==> src/rtl/game_pkg.sv <==
// Shared game-run types and default tuning constants; speed is SPEED_SCALE fixed point.
// Combinational helpers only, no state.
package game_pkg;

  typedef enum logic [1:0] {
    IDLE    = 2'd0,
    RUNNING = 2'd1,
    CRASHED = 2'd2,
    RESTART = 2'd3
  } state_t;

  localparam int SPEED_SCALE        = 1024;
  localparam int SPEED_W            = 15;
  localparam int TIMER_W            = 6;

  localparam int DEF_INIT_SPEED     = 6144;
  localparam int DEF_MAX_SPEED      = 13312;
  localparam int DEF_ACCEL          = 1;
  localparam int DEF_CLEAR_FRAMES   = 180;
  localparam int DEF_FRAMES_PER_SEC = 60;
  localparam int DEF_RESTART_HOLD   = 45;
  localparam int DEF_UPDATE_GAP     = 4;

  // One extra bit of headroom so the sum can never wrap before clamping.
  function automatic logic [SPEED_W-1:0] speed_step(input logic [SPEED_W-1:0] cur,
                                                    input int accel,
                                                    input int max_speed);
    logic [SPEED_W:0] sum;
    sum = {1'b0, cur} + (SPEED_W+1)'(accel);
    if (sum > (SPEED_W+1)'(max_speed))
      speed_step = SPEED_W'(max_speed);
    else
      speed_step = sum[SPEED_W-1:0];
  endfunction

endpackage

==> src/rtl/update_pacer.sv <==
// Turns frame ticks into update pulses at least UPDATE_GAP cycles apart; update is registered (1 cycle).
// One early tick is held pending; a tick arriving while one is pending is dropped and flagged sticky.
module update_pacer #(
  parameter int UPDATE_GAP = 4
) (
  input  logic clk,
  input  logic rst,
  input  logic frame_tick,
  input  logic enable,
  input  logic clear,
  output logic fire,
  output logic update,
  output logic pending,
  output logic overrun
);

  localparam int GW = $clog2(UPDATE_GAP + 1);

  logic [GW-1:0] gap_cnt;
  logic          busy;

  assign busy = (gap_cnt != '0);
  assign fire = enable && !busy && (frame_tick || pending);

  always_ff @(posedge clk or negedge rst) begin
    if (!rst) begin
      gap_cnt <= '0;
      update  <= 1'b0;
      pending <= 1'b0;
      overrun <= 1'b0;
    end else begin
      update <= fire;
      if (fire)
        gap_cnt <= GW'(UPDATE_GAP - 1);
      else if (busy)
        gap_cnt <= gap_cnt - GW'(1);

      if (clear) begin
        pending <= 1'b0;
        overrun <= 1'b0;
      end else if (!enable) begin
        pending <= 1'b0;
      end else begin
        // A pending frame is served first; any tick landing on top of it is lost.
        if (fire)
          pending <= 1'b0;
        else if (frame_tick)
          pending <= 1'b1;
        if (frame_tick && pending)
          overrun <= 1'b1;
      end
    end
  end

endmodule

==> src/rtl/game_sequencer.sv <==
// Run controller: FSM idle/running/crashed/restart, speed ramp, frame timer and obstacle enable.
// All outputs registered; update trails an accepted frame tick by one cycle.
module game_sequencer
  import game_pkg::*;
#(
  parameter int INIT_SPEED     = DEF_INIT_SPEED,
  parameter int MAX_SPEED      = DEF_MAX_SPEED,
  parameter int ACCEL          = DEF_ACCEL,
  parameter int CLEAR_FRAMES   = DEF_CLEAR_FRAMES,
  parameter int FRAMES_PER_SEC = DEF_FRAMES_PER_SEC,
  parameter int RESTART_HOLD   = DEF_RESTART_HOLD,
  parameter int UPDATE_GAP     = DEF_UPDATE_GAP
) (
  input  logic               clk,
  input  logic               rst,
  input  logic               frame_tick,
  input  logic               jump,
  input  logic               collision,
  output logic               start,
  output logic               restart,
  output logic               crash,
  output logic               update,
  output logic [TIMER_W-1:0] timer,
  output logic [SPEED_W-1:0] speed,
  output logic               has_obstacles,
  output logic               overrun
);

  localparam int FW = $clog2(CLEAR_FRAMES + 1);
  localparam int HW = $clog2(RESTART_HOLD + 1);

  state_t             state, state_nxt;
  logic [FW-1:0]      frame_cnt, frame_nxt;
  logic [HW-1:0]      hold_cnt, hold_nxt;
  logic               seen_low, seen_nxt;
  logic               start_nxt, restart_nxt, crash_nxt, has_nxt;
  logic [TIMER_W-1:0] timer_nxt;
  logic [SPEED_W-1:0] speed_nxt;
  logic               pacer_en, restart_go, fire, tick_pending, hold_done;

  update_pacer #(.UPDATE_GAP(UPDATE_GAP)) u_pacer (
    .clk        (clk),
    .rst        (rst),
    .frame_tick (frame_tick),
    .enable     (pacer_en),
    .clear      (restart_go),
    .fire       (fire),
    .update     (update),
    .pending    (tick_pending),
    .overrun    (overrun)
  );

  assign hold_done = (hold_cnt == HW'(RESTART_HOLD));

  always_comb begin
    state_nxt   = state;
    start_nxt   = 1'b0;
    restart_nxt = 1'b0;
    crash_nxt   = crash;
    has_nxt     = has_obstacles;
    timer_nxt   = timer;
    speed_nxt   = speed;
    frame_nxt   = frame_cnt;
    hold_nxt    = hold_cnt;
    seen_nxt    = seen_low;
    pacer_en    = 1'b0;
    restart_go  = 1'b0;

    case (state)
      IDLE: begin
        if (jump && !tick_pending) begin
          state_nxt = RUNNING;
          start_nxt = 1'b1;
          speed_nxt = SPEED_W'(INIT_SPEED);
          frame_nxt = '0;
        end
      end

      RUNNING: begin
        // Collision wins over a same-cycle tick: the pacer is disabled so the frame is discarded.
        pacer_en = !collision;
        if (collision) begin
          state_nxt = CRASHED;
          crash_nxt = 1'b1;
          hold_nxt  = '0;
          seen_nxt  = 1'b0;
        end else if (fire) begin
          timer_nxt = (timer == TIMER_W'(FRAMES_PER_SEC - 1)) ? '0 : timer + TIMER_W'(1);
          speed_nxt = speed_step(speed, ACCEL, MAX_SPEED);
          if (frame_cnt != FW'(CLEAR_FRAMES))
            frame_nxt = frame_cnt + FW'(1);
          if (frame_cnt == FW'(CLEAR_FRAMES - 1))
            has_nxt = 1'b1;
        end
      end

      CRASHED: begin
        if (frame_tick && !hold_done)
          hold_nxt = hold_cnt + HW'(1);
        // Restart needs a fresh press after the hold, so a held button never auto-restarts.
        if (hold_done && !jump)
          seen_nxt = 1'b1;
        if (hold_done && seen_low && jump) begin
          state_nxt   = RESTART;
          restart_nxt = 1'b1;
          restart_go  = 1'b1;
          crash_nxt   = 1'b0;
          has_nxt     = 1'b0;
          timer_nxt   = '0;
          speed_nxt   = SPEED_W'(INIT_SPEED);
          frame_nxt   = '0;
          hold_nxt    = '0;
          seen_nxt    = 1'b0;
        end
      end

      RESTART: begin
        state_nxt = RUNNING;
        start_nxt = 1'b1;
      end

      default: state_nxt = IDLE;
    endcase
  end

  always_ff @(posedge clk or negedge rst) begin
    if (!rst) begin
      state         <= IDLE;
      start         <= 1'b0;
      restart       <= 1'b0;
      crash         <= 1'b0;
      has_obstacles <= 1'b0;
      timer         <= '0;
      speed         <= SPEED_W'(INIT_SPEED);
      frame_cnt     <= '0;
      hold_cnt      <= '0;
      seen_low      <= 1'b0;
    end else begin
      state         <= state_nxt;
      start         <= start_nxt;
      restart       <= restart_nxt;
      crash         <= crash_nxt;
      has_obstacles <= has_nxt;
      timer         <= timer_nxt;
      speed         <= speed_nxt;
      frame_cnt     <= frame_nxt;
      hold_cnt      <= hold_nxt;
      seen_low      <= seen_nxt;
    end
  end

endmodule

==> config.mk <==
export PLATFORM = sky130hd
export DESIGN_NAME = game_sequencer
export DESIGN_NICKNAME = d
export VERILOG_FILES = /design/src/rtl/game_pkg.sv /design/src/rtl/update_pacer.sv /design/src/rtl/game_sequencer.sv
export SDC_FILE = /design/constraint.sdc
export NUM_CORES = 1
export LEC_CHECK = 0
export CELL_PAD_IN_SITES_DETAIL_PLACEMENT = 0
export CELL_PAD_IN_SITES_GLOBAL_PLACEMENT = 1
export CORE_ASPECT_RATIO = 0.6
export CORE_UTILIZATION = 47
export CTS_CLUSTER_SIZE = 14
export DETAILED_ROUTE_END_ITERATION = 8
export GPL_TIMING_DRIVEN = 0
export PLACE_DENSITY_LB_ADDON = 0.1
export SYNTH_ARGS = -nofsm -noshare
export SYNTH_HDL_FRONTEND = slang
export SYNTH_SLANG_ARGS = --single-unit
export TNS_END_PERCENT = 50
==> constraint.sdc <==
create_clock -name clk -period 6.65 [get_ports clk]
set_clock_uncertainty 0.1 [all_clocks]
set_input_delay 1.33 -clock clk [delete_from_list [all_inputs] [get_ports clk]]
set_output_delay 1.33 -clock clk [all_outputs]
set_load 0.02 [all_outputs]
==> results.yml, run 1 <==
outcome:
  outcome: "completed"
drt:
  antenna_left: 0
  dr.pass1.iters: 4
  wl_um: 7160
  wl_per_cell_um: 15.1
  dr_total_vias: 2631
  drc: 0
  post_drt_via_cell_ratio: 5.55
  drt-initial-drc-count: 147
die:
  core_region_area_um2: 6190
  dieArea_um2: 6840
  num_io_pins: 32
  chipWidth_um: 106
  chipHeight_um: 64.5
  start_util_pct: 49.3
  rows: 22
pwr:
  intPower_mw: 0.700
  swShare_pct: 41.9
  leakage_nw: 1.58
  power_frac_comb_pct: 46.8
  p_seq_share_pct: 35.7
  switchingPower_mw: 0.505
  pwr-share-clk_pct: 17.4
  powerDensity_nw_per_um2: 336
  finalPower_mw: 1.21
  peakVddDrop_v: 0.000172
placement:
  pre_cts_ws_ps: 2810
  detailed_place_hpwl_um: 5320
  place.gp.congestion: 0.823
  placed_cells: 466
  portBuffers: 30
  place_area_um2: 3480
worst_setup_path:
  crit_path_start_kind: "primary input"
  cp-end-kind: "flip-flop"
  r2r-end: "frame_cnt[4]"
  ff2ff_setup_slack_ps: 3880
  worstPathRequired_ps: 6740
  reg2reg_depth: 8
  slowest_delay_ps: 540
  path_buf_inv: 2
  critical_path_depth: 7
  crit_chain: "clkdlybuf4s50_1, nand2_1, o31ai_2, a21boi_1, o2111ai_1, clkbuf_1, a22o_1"
  reg2reg_from: "u_pacer.gap_cnt[0]"
  crit_family: "compound AO/OA/AOI/OAI gates"
  endpoint: "frame_cnt[4]"
  path_class: "primary input to flip-flop"
  cp_max_fo: 10
  critical_path_arrival_ps: 3670
  crit_start: "jump"
  cp_slowest_cell: "clkdlybuf4s50_1"
sta:
  clock.fmax_mhz: 280
  tightest_slew_ps: 687
  fin_setup_tns_ps: 0
  rsz0062_at_grt: "false"
  hold_slack_ps: 376
  relSlewSlack_pct: 52.9
  min_period_ps: 3580
  setup_viol: 0
  slew_viol_final: 0
  fin_ws_ps: 3070
  fin_crit_sh_pct: 53.8
  finalHoldViolCount: 0
logic_synthesis:
  avgSynthCellArea_um2: 8.70
  synth_top_area_share_pct: 37.7
  synth_top_cells_by_area: "dfrtp_1, nand2_1, ha_1"
  synth_enable_flop_cells: 0
  syn_area_um2: 3060
  ys_seq_area_share_pct: 39.4
  synthesis.nets: 369
  yosysMostFrequentCell: "nand2_1"
  yosysWarnings: 0
  synth_async_sr_flop_share_pct: 100
  synth.largest_area_cell: "dfrtp_1"
  synth_cells: 351
  netlist-cell-type-count: 59
  synthFlopType: "dfrtp_1"
  synth_common_cells: "nand2_1, dfrtp_1, o21ai_0, nor2_1, a21oi_1"
  synth_seq_cells: 48
cts:
  root_buffer: "clkbuf_8"
  clkTransAtPathRegs_ps: 90
  clockBufferDepth: 2
  worstSkewPairLatency_ps: 300
  numCtsBuffers: 5
  numClockSinks: 48
  cts-resized-gates: 0
  h-tree-depth: 2
  cts_hold_buf: 0
  cts_setup_buffers: 0
  cts_tree: "done"
finish:
  n_fill_cell: 587
  stdcell_area_um2: 3580
  multi_input_area_um2: 1650
  num_antenna_cells: 0
  utilization_pct: 57.9
  drive_above_1_share_pct: 11.3
  nNetsFinal: 407
  area_growth_syn_to_layout_pct: 17.3
  fin_cells: 474
  seq_area_um2: 1200
global_route:
  antenna_found_initial: 0
  grt_pass1_wl_um: 12500
  grt-ovfl-total: 0
  grt_usage_pct: 23.2
  grt_max_degree: 35
  grt_pass1_vias: 2503
worst_hold_path:
  hold_path.class: "flip-flop to flip-flop"
run:
  cap_violations: 0
registers in the layout, summed over array words and instances (netlist names):
| signal | flops |
|---|---|
| crash | 1 |
| frame_cnt | 8 |
| has_obstacles | 1 |
| hold_cnt | 6 |
| restart | 1 |
| seen_low | 1 |
| speed | 15 |
| start | 1 |
| state | 2 |
| timer | 6 |
| u_pacer.gap_cnt | 3 |
| u_pacer.overrun | 1 |
| u_pacer.pending | 1 |
| u_pacer.update | 1 |
how the worst min path moves through the flow:
stage          cells after the start            endpoint                from  slack, ps
2_1_floorplan                      1  u_pacer.gap_cnt[0]  u_pacer.gap_cnt[0]        340
3_3_place_gp                       1  u_pacer.gap_cnt[0]  u_pacer.gap_cnt[0]        350
3_5_place_dp                       1  u_pacer.gap_cnt[0]  u_pacer.gap_cnt[0]        370
4_1_cts                            1  u_pacer.gap_cnt[0]  u_pacer.gap_cnt[0]        380
5_1_grt                            1  u_pacer.gap_cnt[0]  u_pacer.gap_cnt[0]        400
6_report                           1  u_pacer.gap_cnt[0]  u_pacer.gap_cnt[0]        380
layer usage:
| layer | routed length [µm] | part of all wire [%] | up-vias | GRT usage, % |
|---|---|---|---|---|
| met2 | 2790 | 39 | 53 | 31.6 |
| met1 | 4020 | 56 | 1252 | 36.9 |
| met5 | 0 | 0 | - | 0 |
| li1 | - | - | 1324 | - |
| met4 | 24 | 0.34 | 0 | 4.51 |
| met3 | 329 | 4.6 | 2 | 5.23 |
cell type report:
class                   count  area share (%)
multi-input cells         269            46.0
flip-flops and latches     48            33.6
repair buffers             31            8.80
plain buffers              19            4.12
well taps                  84            2.93
clock buffers               6            2.03
inverters                  15            1.57
clock inverters             2           0.978
power by group through the flow:
stage | Combinational (mW) | Sequential, mW | Clock, mW
floorplan | 0.347 | 0.460 | 0
detailed placement | 0.563 | 0.435 | 0
finish | 0.565 | 0.431 | 0.210
CTS | 0.564 | 0.430 | 0.218
global route | 0.640 | 0.444 | 0.230
global placement | 0.554 | 0.432 | 0
layout by cell type, fill, tap and decap left out, drive strengths merged, types with 4 or more instances in the layout:
master,instances
o21ai,33
and3,4
nand3,15
nand4,11
o31ai,6
nand2,52
nor3,13
a31oi,5
o21a,4
dfrtp,46
nor2,26
inv,14
a21oi,18
clkbuf,20
nor2b,4
nand2b,5
a22o,6
ha,13
clkdlybuf4s50,29
o22ai,8
and2,9
or2,5
buf,7
cells by family after synthesis:
group / count (synthesis) / share of synthesized area, %
XOR/XNOR: 5 / 1.43
adder cells (fa/ha/maj): 13 / 5.32
AND/OR/NAND/NOR: 153 / 26.1
multiplexers: 5 / 1.88
flip-flops: 48 / 39.4
AO/OA/AOI/OAI: 93 / 19.2
buffers and inverters: 34 / 6.67
worst register-to-register path, cell delays in order, from the launching register on:
cell	delay (ps)
dfrtp_1	400
inv_1	60
ha_1	140
ha_1	190
inv_1	120
o31ai_2	580
o2111ai_1	440
clkbuf_1	340
a22o_1	300
No activity file was read; power rests on OpenSTA's default activity.
==> run 2, diff against run 1 <==
- CORE_UTILIZATION: 47 -> 39
- clock period: 6.65 -> 3.25 ns (I/O delays scaled with it)
==> results.yml, run 2 (synthesis gave the netlist of run 1 again) <==
outcome:
  outcome: "completed"
worst_setup_path:
  cp_max_fo: 10
  crit_path_start_kind: "primary input"
  worstPathRequired_ps: 3330
  path_class: "primary input to flip-flop"
  path_buf_inv: 2
  reg2reg_depth: 8
  critical_path_arrival_ps: 2950
  reg2reg_from: "u_pacer.gap_cnt[0]"
  crit_chain: "clkdlybuf4s50_1, nand2_1, o31ai_2, a21boi_1, o2111ai_1, clkbuf_1, a22o_1"
  cp-end-kind: "flip-flop"
  cp_slowest_cell: "clkdlybuf4s50_1"
  ff2ff_setup_slack_ps: 530
  crit_family: "compound AO/OA/AOI/OAI gates"
  slowest_delay_ps: 550
  r2r-end: "frame_cnt[3]"
global_route:
  grt-ovfl-total: 0
  grt_pass1_wl_um: 12200
  grt_usage_pct: 19.3
  grt_max_degree: 33
  grt_pass1_vias: 2314
  antenna_found_initial: 0
finish:
  num_antenna_cells: 0
  final_cell_mix: "nand2_1, dfrtp_1, o21ai_0"
  top_register: "speed"
  fin_cells: 494
  area_growth_syn_to_layout_pct: 20.4
  reg_top3: "speed (15), frame_cnt (8)"
  largest_reg_flops: 15
  n_fill_cell: 713
  final_common_cell: "nand2_1"
  nNetsFinal: 407
  drive_above_1_share_pct: 11.5
drt:
  drc: 0
  dr_total_vias: 2610
  dr.pass1.iters: 5
  wl_um: 7180
  wl_per_cell_um: 14.5
  drt-initial-drc-count: 188
  antenna_left: 0
  post_drt_via_cell_ratio: 5.28
sta:
  hold_slack_ps: 198
  fin_crit_sh_pct: 88.3
  relSlewSlack_pct: 58.7
  min_period_ps: 2870
  finalHoldViolCount: 0
  clock.fmax_mhz: 348
  setup_viol: 0
  slew_viol_final: 0
  rsz0062_at_grt: "false"
  tightest_slew_ps: 603
die:
  rows: 24
  chipWidth_um: 116
  chipHeight_um: 70.6
  start_util_pct: 41.2
  dieArea_um2: 8200
  core_region_area_um2: 7420
  num_io_pins: 32
placement:
  portBuffers: 30
  detailed_place_hpwl_um: 5360
  place.gp.congestion: 0.785
  placed_cells: 486
cts:
  cts_tree: "done"
  cts_setup_buffers: 0
  clockBufferDepth: 2
  numCtsBuffers: 5
  cts-resized-gates: 0
  worstSkewPairLatency_ps: 290
  cts_hold_buf: 0
  numClockSinks: 48
  clkTransAtPathRegs_ps: 70
  root_buffer: "clkbuf_16"
  h-tree-depth: 2
pwr:
  leakage_nw: 1.61
  intPower_mw: 1.59
  powerDensity_nw_per_um2: 722
  switchingPower_mw: 1.06
  pwr-share-clk_pct: 23.4
  swShare_pct: 40.1
  peakVddDrop_v: 0.000271
  power_frac_comb_pct: 43.3
  p_seq_share_pct: 33.3
worst_hold_path:
  hold_path.class: "primary input to async pin"
run:
  cap_violations: 0
run 2: cell counts in the layout (fill, tap and decap cells not counted):
Identical to the previous run, type by type.
run 2: worst register-to-register path: stages, from the launching register on:
cell	delay, ps
dfrtp_1	400
inv_1	60
ha_1	140
ha_1	180
inv_1	110
o31ai_2	570
o2111ai_1	420
clkbuf_1	320
a22o_1	290
run 2: cell type report:
type	count	area [µm²]	share of cell area, %
Multi-Input combinational cell	269	1650	44.8
Sequential cell	48	1200	32.7
Timing Repair Buffer	31	315	8.57
Buffer	19	148	4.01
Clock buffer	6	139	3.78
Tap cell	104	130	3.54
Inverter	15	56.3	1.53
Clock inverter	2	38.8	1.05
run 2: metrics by stage:
stage	TNS (ps)	util (%)	power, mW	cell area [µm²]	worst slack (ps)
after floorplan	0	-	1.65	3060	835
after global placement	-7290	47.0	2.03	3490	-162
after detailed placement	0	47.2	2.05	3500	93.5
after CTS	0	49.6	2.67	3680	392
after global routing	0	49.6	2.86	3680	174
final	0	49.6	2.65	3680	379
run 2: worst max-delay path by stage:
stage | start | end | slack [ps] | depth (start not counted)
2_1_floorplan | speed[0] | speed[0] | 830 | 9
3_3_place_gp | rst | u_pacer.gap_cnt[0] | -160 | 1
3_5_place_dp | jump | frame_cnt[3] | 90 | 7
4_1_cts | jump | frame_cnt[3] | 390 | 7
5_1_grt | jump | frame_cnt[3] | 170 | 7
6_report | jump | frame_cnt[3] | 380 | 7
run 2: metal layers:
metal / part of all wire, % / track usage (%) / vias up
met5: 0 / 0 / -
met4: 0.60 / 3.56 / 0
met3: 4.7 / 4.28 / 5
met2: 36 / 22.9 / 48
met1: 58 / 33.7 / 1228
li1: - / - / 1329
run 2: power groups by stage:
stage	clock network, mW	registers, mW	logic (mW)
final	0.621	0.883	1.15
after global routing	0.655	0.905	1.30
after CTS	0.626	0.880	1.16
after detailed placement	0	0.891	1.16
after global placement	0	0.887	1.14
after floorplan	0	0.941	0.710
